===== config.mk =====
export PLATFORM = sky130hd
export DESIGN_NAME = awg_fifo_wr_arbiter
export DESIGN_NICKNAME = d
export VERILOG_FILES = /design/src/rtl/awg_fifo_wr_arbiter.sv
export SDC_FILE = /design/constraint.sdc
export NUM_CORES = 1
export LEC_CHECK = 0
export ABC_AREA = 1
export CAP_MARGIN = 20
export CORE_MARGIN = 1
export CORE_UTILIZATION = 36
export DETAILED_ROUTE_END_ITERATION = 10
export GPL_TIMING_DRIVEN = 0
export PLACE_DENSITY = 0.8
export RECOVER_POWER = 50
export SLEW_MARGIN = 20
export SYNTH_ARGS = -nofsm -noshare
export SYNTH_HDL_FRONTEND = slang
export SYNTH_SLANG_ARGS = --single-unit

===== constraint.sdc =====
create_clock -name wr_clk -period 2.2 [get_ports wr_clk]
set_clock_uncertainty 0.15 [all_clocks]
set_input_delay 0.22 -clock wr_clk [delete_from_list [all_inputs] [get_ports wr_clk]]
set_output_delay 0.22 -clock wr_clk [all_outputs]
set_load 0.1 [all_outputs]

===== src/rtl/awg_fifo_wr_arbiter.sv =====
// Four-channel round-robin write arbiter that feeds the AWG sample async FIFO write port.
// Grants one source per burst of up to P_BURST beats and prefixes each word with its channel ID.
module awg_fifo_wr_arbiter #(
  parameter int unsigned P_DATA_WIDE = 8,
  parameter int unsigned P_BURST     = 4
) (
  input  logic                     wr_clk,
  input  logic                     rst,
  input  logic [3:0]               cfg_en_mask_i,
  input  logic [3:0]               s_valid_i,
  input  logic [4*P_DATA_WIDE-1:0] s_data_i,
  output logic [3:0]               s_ready_o,
  output logic                     fifo_wr_en_o,
  output logic [P_DATA_WIDE+1:0]   fifo_wr_din_o,
  input  logic                     fifo_full_i,
  input  logic                     fifo_almost_full_i,
  output logic [1:0]               grant_ch_o,
  output logic                     busy_o
);

  typedef enum logic [0:0] {StIdle, StBurst} state_e;

  localparam logic [4:0] LastBeat = 5'(P_BURST - 1);

  state_e     state_q, state_d;
  logic [1:0] grant_ch_q, grant_ch_d;
  logic [1:0] last_ch_q, last_ch_d;
  logic [4:0] beat_cnt_q, beat_cnt_d;

  logic [3:0] req;
  logic       req_found;
  logic [1:0] req_ch;
  logic [1:0] cand;
  logic       grant_valid;
  logic       accept;

  // Search order starts one past the last granted channel, wrapping mod 4.
  always_comb begin
    req       = s_valid_i & cfg_en_mask_i;
    req_found = 1'b0;
    req_ch    = last_ch_q;
    cand      = '0;
    for (int i = 1; i <= 4; i++) begin
      cand = last_ch_q + 2'(i);
      if (!req_found && req[cand]) begin
        req_found = 1'b1;
        req_ch    = cand;
      end
    end
  end

  assign grant_valid   = s_valid_i[grant_ch_q];
  assign fifo_wr_din_o = {grant_ch_q, s_data_i[grant_ch_q*P_DATA_WIDE +: P_DATA_WIDE]};
  assign grant_ch_o    = grant_ch_q;
  assign busy_o        = (state_q == StBurst);

  always_comb begin
    state_d      = state_q;
    grant_ch_d   = grant_ch_q;
    last_ch_d    = last_ch_q;
    beat_cnt_d   = beat_cnt_q;
    s_ready_o    = '0;
    fifo_wr_en_o = 1'b0;
    accept       = 1'b0;
    unique case (state_q)
      StIdle: begin
        if (req_found && !fifo_almost_full_i) begin
          grant_ch_d = req_ch;
          last_ch_d  = req_ch;
          beat_cnt_d = '0;
          state_d    = StBurst;
        end
      end
      StBurst: begin
        // fifo_full gates acceptance combinationally so no beat is offered to a full FIFO.
        s_ready_o[grant_ch_q] = !fifo_full_i;
        accept                = grant_valid && !fifo_full_i;
        fifo_wr_en_o          = accept;
        if (accept) begin
          beat_cnt_d = beat_cnt_q + 5'd1;
        end
        if ((accept && (beat_cnt_q == LastBeat)) || !grant_valid || fifo_almost_full_i) begin
          state_d = StIdle;
        end
      end
      default: state_d = StIdle;
    endcase
  end

  always_ff @(posedge wr_clk) begin
    if (rst) begin
      state_q    <= StIdle;
      grant_ch_q <= 2'd0;
      last_ch_q  <= 2'd3;
      beat_cnt_q <= 5'd0;
    end else begin
      state_q    <= state_d;
      grant_ch_q <= grant_ch_d;
      last_ch_q  <= last_ch_d;
      beat_cnt_q <= beat_cnt_d;
    end
  end

endmodule


# Word-level counts from Yosys, hierarchy flattened
# Index checks and enable logic that the tools add are counted.
# word_totals
n_memories	0
mem_bits_rw	0
inputBits	44
elab_cells	66
output_inout_bits	18
rom_bits	0
regBits	10
latch_bits	0
# op_classes
mul	0
div	0
shift	1
bitwise	3
reduce_logical	17
mux	28
magnitude_cmp	6
n_eq_ne	3
addsub	4
# op_table
cell	n
32-bit by 6-bit indexed part select with 8-bit output	1
2-bit by 3-bit < comparator with 1-bit output, second input constant	5
1-bit two-way mux	13
1-bit binary-select mux with 2-bit select	5
5-bit two-way mux	2
5-bit one-hot mux with 2 select lines	1
4-bit bitwise AND	2
2-bit two-way mux	4
1-bit logical AND	7
1-bit logical NOT	6
5-bit by 1-bit adder with 5-bit output, second input constant	1
5-bit by 2-bit == test with 1-bit output, second input constant	1
2-bit adder, second input constant	2
4-bit two-way mux	1
2-bit AND reduction	2
2-bit by 1-bit adder with 2-bit output, second input constant	1
1-bit demux with 2-bit select	1
2-bit by 1-bit greater-or-equal comparator with 1-bit output, second input constant	1
1-bit logical OR	2
2-bit by 1-bit != test with 1-bit output, second input constant	1
2-bit != test, second input constant	1
1-bit one-hot mux with 2 select lines	1
1-bit NOT	1

# Logic depth before layout (Yosys ltp)
# depth
depth_word	16
depth_mapped	14
ltp_nobuf	13

# Worst setup path after synthesis
# Ideal clock, no wire load.
# synth_timing
path_type	flip-flop to output port
startpoint	reg state_q, in the netlist busy_o
endpoint	out s_ready_o[0]
required_time_ps	1830
stages_incl_launch_ff	5
arrival_time_ps	3506
path_buffers	0
setup_slack_ps	-1676
cell_sequence	dfxtp_1 -> inv_1 -> nor2_1 -> inv_1 -> nor3_1
# synth_between
elab_chain_cells	1
# synth_rtl
element	line	source
from (decl)	25	state_e state_q, state_d;
from (signal assigned)	92	state_q <= StIdle;
from (signal assigned)	97	state_q <= state_d;
4-bit two-way mux	65	unique case (state_q)
to (decl)	12	output logic [3:0] s_ready_o,
# No other way between the ends.

# Worst setup path after layout
# layout_timing
startpoint	reg state_q, in the netlist busy_o
endpoint	out busy_o
# layout_rtl
element	line	source
to (decl)	18	output logic busy_o
# No word-level cell between the ends.

==> qor.csv <==
stage;metric;value;unit
global_routing;grt_max_degree;11;
synthesis;syn_area;971;um2
detailed_routing;avgRoutedWirePerCell;13.6;um
cells_and_area;final_common_cell;nand2_1;
critical_path;cpPeakStageDelay;1.12;ns
critical_path;cp.depth;1;
critical_path;worstSetupStartpointType;flip-flop;
cells_and_area;mostFrequentLayoutCells;nand2_1, clkdlybuf4s50_1, nand3_1, a22oi_1;
critical_path;cp_data_required_time;1.83;ns
synthesis;ys_ff_latch;10;
critical_path;crit_chain;clkdlybuf4s50_1;
detailed_routing;route.detailed.drc;0;
detailed_routing;dr.pass1.iters;6;
detailed_routing;num_vias;1319;
cells_and_area;drive_gt1_share;20.6;%
cells_and_area;syn_to_final_growth;69.2;%
global_routing;overflow;0;
clock_tree;cts.sinks;10;
critical_path;cp_slowest_cell;clkdlybuf4s50_1;
synthesis;synthCells;159;
detailed_routing;vias_per_cell;5.21;
cells_and_area;antenna_cells;0;
global_routing;grt_pass1_wl;5260;um
sta;tightestPinTransition;0.956;ns
placement;dp_hpwl;2730;um
critical_path;r2r_end;grant_ch_o[1]$_SDFFE_PP0P_;
critical_path;worstSetupPathType;flip-flop to primary output;
detailed_routing;ant_nets;0;
clock_tree;cts_buffers;3;
sta;setup_viol;0;
critical_path;cp-end-kind;primary output;
clock_tree;clk-insertion-delay-late;0.27;ns
cells_and_area;nets;269;
die;design.core.area;2520;um2
status;status;complete, no violations;
critical_path;ff2ff_path_depth;13;
sta;relSlewSlack;36.1;%
critical_path;critPathCapture;busy_o;
critical_path;worstPathArrival;1.75;ns
sta;period_share;96.1;%
die;io_pins;62;
sta;hold_violations;0;
critical_path;timing.rr.start;last_ch_q[1]$_SDFFE_PP1P_;
sta;rsz0062_at_grt;yes;
sta;fmax;473;MHz
global_routing;grt_usage;25.4;%
detailed_routing;drt_iter0_markers;24;
critical_path;r2r_slack;0.11;ns
cells_and_area;final_util;65.1;%
job;cap_violations;0;
detailed_routing;drt-total-wl;3440;um
clock_tree;clk_pin_slew;0.07;ns
synthesis;syn_nets;204;
die;start_util;38.5;%
die;die_y;53.9;um
critical_path;path_buf_inv;1;
placement;gp_congestion;0.810;
synthesis;syn_avg_cell_area;6.11;um2
critical_path;cp_max_fo;4;
clock_tree;tritoncts;built;
sta;drv_slew;0;
synthesis;synthDistinctLibCells;27;
die;placement_rows;18;
sta;final.min_clock_period;2.12;ns
clock_tree;post-cts-setup-buffers;0;
global_routing;first_global_vias;1161;
clock_tree;cts_root_buf;clkbuf_4;
synthesis;yosysSeqAreaShare;20.6;%
clock_tree;cts_buffer_depth;2;
worst_hold_path;hold_path.class;input pin to flip-flop;
global_routing;antenna_found_initial;0;
sta;setup-tns-final;0;ns
clock_tree;ctsHtreeMaxLevel;1;
synthesis;yosysWarnings;0;
critical_path;cp-startpoint;busy_o$_SDFF_PP0_;
placement;io_buffers;60;
critical_path;path_delay_family;buffers and inverters;
die;dieArea;2910;um2
die;die_x;53.9;um
==> metrics by stage <==
stage,area [um2],setup slack (ns),cells,hold WS (ns)
after floorplan,1030,-0.00365,159,0.274
after global placement,1670,-0.569,249,0.337
after detailed placement,1670,-0.554,249,0.344
after CTS,1690,0.00102,253,0.205
after global routing,1640,-0.0780,253,0.238
final,1640,0.0850,253,0.216
==> sequential cells by signal (all words and copies together), names as in the netlist <==
register	cells
grant_ch_o	2
busy_o	1
last_ch_q	2
beat_cnt_q	5
==> synth_stat cells, drive strengths merged <==
cell    number  area, um2
buf          5       41.3
o311ai       1       8.76
a21oi       10       57.6
dfxtp       10        200
a22oi       13       97.6
inv         11       46.3
clkinv       3       12.5
o21ai        1       5.00
o21bai       1       7.51
nand2       63        277
nand3       23        120
nor3         1       5.00
xnor2        1       8.76
xor2         2       17.5
nor2        12       47.6
nand4        1       6.26
ha           1       12.5
==> routing by layer <==
layer,up-vias,wire length (um),part of all wire (%),global-route usage (%)
li1,662,-,-,-
met1,604,1380,40,28.6
met2,41,1770,51,44.4
met3,12,179,5.2,5.37
met4,0,106,3.1,12.7
met5,-,0,0,0
==> worst min path at each step <==
stage	start	to	slack (ns)	cells after the start
finish	rst	grant_ch_o[0]$_SDFFE_PP0P_	0.22	2
global route	rst	grant_ch_o[1]$_SDFFE_PP0P_	0.24	2
CTS	rst	grant_ch_o[1]$_SDFFE_PP0P_	0.21	2
detailed placement	beat_cnt_q[0]$_SDFFE_PP0P_	beat_cnt_q[0]$_SDFFE_PP0P_	0.34	1
global placement	beat_cnt_q[1]$_SDFFE_PP0P_	beat_cnt_q[1]$_SDFFE_PP0P_	0.34	2
floorplan	fifo_almost_full_i	busy_o$_SDFF_PP0_	0.27	3
==> cell type report <==
class	instances	area, um2
Buffer	5	35.0
Clock buffer	3	22.5
Clock inverter	1	3.75
Fill cell	248	880
Inverter	14	67.6
Multi-Input combinational cell	130	707
Sequential cell	10	211
Tap cell	30	37.5
Timing Repair Buffer	60	558
==> cell families (layout without fill, tap and decap cells) <==
group | Yosys count | after routing | share of synthesized area (%)
adder cells (fa/ha/maj) | 1 | 1 | 1.29
buffers and inverters | 19 | 83 | 10.3
AND/OR/NAND/NOR | 100 | 100 | 46.9
AO/OA/AOI/OAI | 26 | 26 | 18.2
flip-flops | 10 | 10 | 20.6
XOR/XNOR | 3 | 3 | 2.71
==> timing repair <==
item / CTS / global route
gates resized for setup: 57 / 7
pin swaps: 0 / 1
cloned: 0 / 0
endpoints found under the setup margin: 17 / 5
hold buffers: 0 / 0
Power is not shown: default switching activity piles up to over one toggle a cycle in this logic, so the estimate is an artifact.
